**src/rtl/dmem_arbiter.sv**
```systemverilog
`timescale 1ns/1ps
// Single-port data memory arbiter: core load/store (A) vs LCD reader (B), with per-read owner tracking.
// Latency: grant is combinational in the request cycle; read data and rvalid arrive MEM_LAT cycles after grant.
// Backpressure: the loser sees gnt=0 and must hold req/addr; nothing is queued, B is guarded against starvation.
module dmem_arbiter #(
    parameter int ADDR_WIDTH   = 8,
    parameter int DATA_WIDTH   = 32,
    parameter int MEM_LAT      = 1,
    parameter int STARVE_LIMIT = 15,
    parameter int RR_MODE      = 0
) (
    input  logic                  clk,
    input  logic                  rst_n,
    input  logic                  force_b,
    input  logic                  a_req,
    input  logic                  a_we,
    input  logic [ADDR_WIDTH-1:0] a_addr,
    input  logic [DATA_WIDTH-1:0] a_wdata,
    output logic                  a_gnt,
    output logic                  a_stall,
    output logic                  a_rvalid,
    output logic [DATA_WIDTH-1:0] a_rdata,
    input  logic                  b_req,
    input  logic [ADDR_WIDTH-1:0] b_addr,
    output logic                  b_gnt,
    output logic                  b_rvalid,
    output logic [DATA_WIDTH-1:0] b_rdata,
    output logic [ADDR_WIDTH-1:0] mem_address,
    output logic [DATA_WIDTH-1:0] mem_data,
    output logic                  mem_wren,
    input  logic [DATA_WIDTH-1:0] mem_q,
    output logic [15:0]           deny_cnt
);

    typedef struct packed {
        logic vld;
        logic own_b;
    } tag_t;

    localparam logic [7:0] LIMIT = 8'(STARVE_LIMIT);

    tag_t                  tag_pipe [MEM_LAT];
    logic [7:0]            starve_cnt;
    logic                  last_a;
    logic [ADDR_WIDTH-1:0] addr_q;
    logic [DATA_WIDTH-1:0] data_q;
    logic                  a_win;
    logic                  b_win;
    logic                  rd_issue;

    always_comb begin
        a_win = 1'b0;
        b_win = 1'b0;
        if (rst_n) begin
            if (force_b) begin
                b_win = b_req;
            end else if (b_req && starve_cnt >= LIMIT) begin
                b_win = 1'b1;
            end else if (RR_MODE == 0) begin
                a_win = a_req;
                b_win = b_req & ~a_req;
            end else if (a_req && b_req) begin
                // Round robin: whoever was not served last goes now.
                a_win = ~last_a;
                b_win = last_a;
            end else begin
                a_win = a_req;
                b_win = b_req;
            end
        end
    end

    assign a_gnt       = a_win;
    assign b_gnt       = b_win;
    assign a_stall     = rst_n & a_req & ~a_win;
    assign mem_wren    = a_win & a_we;
    assign mem_address = a_win ? a_addr : (b_win ? b_addr : addr_q);
    assign mem_data    = a_win ? a_wdata : (b_win ? '0 : data_q);
    assign rd_issue    = b_win | (a_win & ~a_we);

    // Memory output is shared; the tag at the pipe tail says whose read it is.
    assign a_rdata  = mem_q;
    assign b_rdata  = mem_q;
    assign a_rvalid = tag_pipe[MEM_LAT-1].vld & ~tag_pipe[MEM_LAT-1].own_b;
    assign b_rvalid = tag_pipe[MEM_LAT-1].vld & tag_pipe[MEM_LAT-1].own_b;

    always_ff @(posedge clk or negedge rst_n) begin
        if (!rst_n) begin
            for (int i = 0; i < MEM_LAT; i++) tag_pipe[i] <= '0;
            starve_cnt <= '0;
            last_a     <= 1'b0;
            addr_q     <= '0;
            data_q     <= '0;
            deny_cnt   <= '0;
        end else begin
            tag_pipe[0] <= '{vld: rd_issue, own_b: b_win};
            for (int i = 1; i < MEM_LAT; i++) tag_pipe[i] <= tag_pipe[i-1];
            if (a_win || b_win) begin
                addr_q <= mem_address;
                data_q <= mem_data;
                last_a <= a_win;
            end
            if (b_req && !b_win) begin
                if (starve_cnt != 8'hFF) starve_cnt <= starve_cnt + 8'd1;
            end else begin
                starve_cnt <= '0;
            end
            if (a_stall && deny_cnt != 16'hFFFF) deny_cnt <= deny_cnt + 16'd1;
        end
    end

endmodule

```
**config.mk**
```make
export PLATFORM = sky130hd
export DESIGN_NAME = dmem_arbiter
export DESIGN_NICKNAME = d
export VERILOG_FILES = /design/src/rtl/dmem_arbiter.sv
export SDC_FILE = /design/constraint.sdc
export NUM_CORES = 1
export LEC_CHECK = 0
export ABC_AREA = 1
export CORE_AREA = 4 4 103 115
export CTS_BUF_LIST = sky130_fd_sc_hd__clkbuf_8
export DETAILED_ROUTE_END_ITERATION = 12
export DIE_AREA = 0 0 107 119
export PLACE_DENSITY = 0.83
export SLEW_MARGIN = 20
export SYNTH_ARGS = -nofsm -noshare
export SYNTH_HDL_FRONTEND = slang
export SYNTH_SLANG_ARGS = --single-unit
```
**constraint.sdc**
```tcl
create_clock -name clk -period 1.5 [get_ports clk]
set_clock_uncertainty 0.15 [all_clocks]
set_input_delay 0.15 -clock clk [delete_from_list [all_inputs] [get_ports clk]]
set_output_delay 0.15 -clock clk [all_outputs]
set_load 0.01 [all_outputs]
```
==> summary.md <==
| Metric | Value |
|---|---|
| Status | `complete, but fails checks` |
| Failing checks | `DRC, setup timing` |
| Worst hold path type | `input port to primary output` |
| Internal cell power | `0.00391 W` |
| CP required | `1200 ps` |
| Cells after DPL | `789` |
| Worst setup path class | `flip-flop to primary output` |
| Syn Area/Cell | `7.59 um^2` |
| Slew headroom | `57.2%` |
| Pins Over Slew Limit | `0` |
| Core Footprint | `10700 um^2` |
| Hpwl dp | `9.18 mm` |
| Final net count | `800` |
| DR pass1 iterations | `8` |
| Register area share after synthesis | `43.4%` |
| Synthesis-to-finish area growth | `96.0%` |
| Worst Path Buf+Inv | `5` |
| Ys Warns | `0` |
| Share of cells above drive strength 1 | `53.4%` |
| Fmax | `457 MHz` |
| Switching Share | `between 30% and 40%` |
| # rows | `40` |
| Max Buffers Root-to-Sink | `2` |
| Initial core utilization | `35.5%` |
| Cell breakdown of the critical path | `ha_4 > nand3_4 > nand3_2 > nand2_2 > nand2_4 > clkinv_8 > buf_12 > buf_8 > buf_6 > nand2_4 > nand2_4 > buf_6` |
| CTS clk-pin slew, worst paths | `roughly 80 ps` |
| Share of the synthesized area in the top cell type | `around 43%` |
| Max stage delay on crit path | `about 390 ps` |
| Die Area | `12700 um^2` |
| Peak fanout along the critical path | `6` |
| Gpl congestion | `0.869` |
| Worst Slack Setup Final | `-687 ps` |
| Post-Syn Instances | `~500` |
| Most common cell on crit path | `nand2_4` |
| Worst slew pin tran | `~640 ps` |
| Yosys reg bits | `66` |
| Number of max-cap violations | `0` |
| Crit path DAT | `1890 ps` |
| Switching power | `roughly 0.0017 W` |
| Antenna violations before repair | `0` |
| Largest net degree at the start of global routing | `50` |
| # IOs | `212` |
| Syn Nets | `589` |
| VDD IR max | `0.000711 V` |
| DRC violations left | `2` |
| Final ANT Viol Nets | `0` |
| H-tree depth | `3` |
| Synth async-reset ratio | `100%` |
| Synth area leader | `dfrtp_1` |
| RSZ-0062 raised after global routing | `true` |
| Number of hold violations in the final report | `0` |
| Reg2Reg Setup Slack | `-450 ps` |
| Top_reg_cell synth | `dfrtp_1` |
| Cell Pwr Density | `751 nW/um^2` |
| TritonCTS Buffers | `9` |
| Die X | `107 um` |
| Clock network fraction of design power | `between 30% and 40%` |
| Startpoint types | `flip-flop` |
| Vias per std cell | `between 4 and 5` |
| Clock Root Buffer | `clkbuf_8` |
| Critical Path End Type | `primary output` |
| Port bufs | `115` |
| Tot GR Track Use | `21.8%` |
| Number of synthesized flops with an enable pin | `0` |
| Leakage | `a little under 4 nW` |
| Delay-heaviest family, CP | `buffers and inverters` |
| Final Routed Wirelength | `~15 mm` |
| Worst-Skew Late Latency | `340 ps` |
| Top-count cell post-synth | `nand2_1` |
| DR WL/cell | `16.8 um` |
| Commonest cells in the netlist | `199 x nand2_1, 66 x dfrtp_1, 64 x buf_4, 64 x nand3_1, 23 x nor2_1` |
| Post-Route Setup TNS | `-41800 ps` |
| Final period utilization | `146%` |
| Overall power | `between 0.005 and 0.006 W` |
| Diode count | `0` |
| Combinational share of power | `33.4%` |
| Via Count | `around 4100` |
| Vias in the first global route | `~4600` |
| CTS tree | `yes` |
| Period minus WS final | `2190 ps` |
| Sequential group share of total power | `35.9%` |
| First-pass GRT wire length | `between 20 and 25 mm` |
| CTS Sinks | `66` |
| Drt initial violations | `181` |
| Fin cells | `864` |
| Critical Path Slowest Stage Cell | `dfrtp_1` |
| Grt ovf | `0` |
| Top cells by area, synth | `dfrtp_1 43%, nand2_1 20%, buf_4 13%, nand3_1 8.4%, nor2_1 2.3%` |
| Netlist Area Pre-Place | `3800 um^2` |
| Die H | `roughly 120 um` |
| Yosys cell types | `29` |
| Final setup fails | `108` |
[what timing repair did]
| action | in CTS | in global routing |
|---|---|---|
| gates resized for setup | 355 | 73 |
| endpoints found under the hold margin | 66 | 0 |
| setup endpoints to repair | 125 | 120 |
| buffers inserted | 43 | 36 |
| hold buffers | 1 | 0 |
| pin swaps | 14 | 8 |
| gates cloned | 2 | 0 |
[worst reg2reg max path, stage by stage (launching register included)]
cell	delay (ps)
dfrtp_1	390
ha_4	160
nand3_4	70
nand3_2	80
nand2_2	60
nand2_4	110
clkinv_8	80
buf_12	140
buf_8	120
buf_6	110
nand2_4	60
buf_4	100
buf_4	90
buf_4	80
nand2_1	40
[cells by family (layout without fill, tap and decap cells)]
kind of cell               after synthesis  after routing  share of synthesized area (%)
xor gates and xnor gates                11             11                           2.53
adders and majority gates                2              2                          0.658
and+or+nand+nor                        311            311                           35.1
DFF                                     66             66                           43.4
buffers and inverters                  101            317                           16.8
AOI/OAI and AO/OA                       10             10                           1.45
[sequential cells by signal (all words and copies together), names as in the netlist]
signal	cells
addr_q	8
starve_cnt	8
tag_pipe	2
deny_cnt	16
data_q	32
[power by group through the flow]
stage               combinational [W]  sequential (W)  clock, W
finish                        0.00187         0.00201   0.00172
global placement              0.00145         0.00204         0
global route                  0.00200         0.00202   0.00183
detailed placement            0.00150         0.00205         0
floorplan                    0.000780         0.00208         0
CTS                           0.00172         0.00200   0.00175
[cells in the final DEF (no fill, tap or decap), types with 3 or more instances in the layout]
master	Yosys	routed
nand2_4	1	63
buf_6	2	93
clkbuf_2	0	3
nor2_2	1	4
nor2_1	23	20
xor2_1	6	6
buf_8	0	5
nand4_1	5	5
buf_4	64	92
clkdlybuf4s15_1	0	7
dfrtp_1	66	65
inv_1	21	21
clkdlybuf4s50_1	0	52
buf_2	4	4
nand2_1	199	85
nor3_1	5	3
nand3_4	0	8
xnor2_1	5	5
nand3_2	4	12
dlygate4sd2_1	0	8
nand3_1	64	48
nand2_2	3	40
buf_12	0	12
clkbuf_8	0	10
a21oi_2	0	5
nand2_8	0	15
[worst paths after layout]
kind | startpoint | to | cells after the start
setup / recovery | starve_cnt[1] | mem_data[30] | 12
hold / removal | mem_q[12] | a_rdata[12] | 0
setup reg to reg | starve_cnt[1] | data_q[30] | 14
hold reg to reg | data_q[24] | data_q[24] | 2
max in group asynchronous | rst_n | deny_cnt[4] | 4
min in group asynchronous | rst_n | starve_cnt[4] | 3
[final cells by class]
type / instances / area, um^2
repair inverters: 1 / 11.3
repair buffers: 277 / 2760
fillers: 775 / 3260
flip-flops and latches: 66 / 1650
clock inverters: 6 / 88.8
clock buffers: 10 / 138
multi-input cells: 334 / 2510
inverters: 23 / 106
well taps: 147 / 184
[per-layer routing]
metal / share of wire, % / global-route usage (%) / up-vias
met4: 4.4 / 8.63 / 0
met1: 37 / 23.2 / 1981
met5: 0 / 0 / -
li1: - / - / 1940
met3: 5.6 / 5.31 / 63
met2: 53 / 40.6 / 144
[metrics by stage]
stage	hold WS, ps	worst slack [ps]	utilization [%]	area, um^2
3_5_place_dp	61.7	-953	56.6	6060
6_report	150	-687	69.6	7450
4_1_cts	150	-661	65.9	7050
2_1_floorplan	-296	-165	-	4490
5_1_grt	150	-762	69.6	7450
3_3_place_gp	70.3	-887	56.6	6060
(Power assumes the default switching activity.)
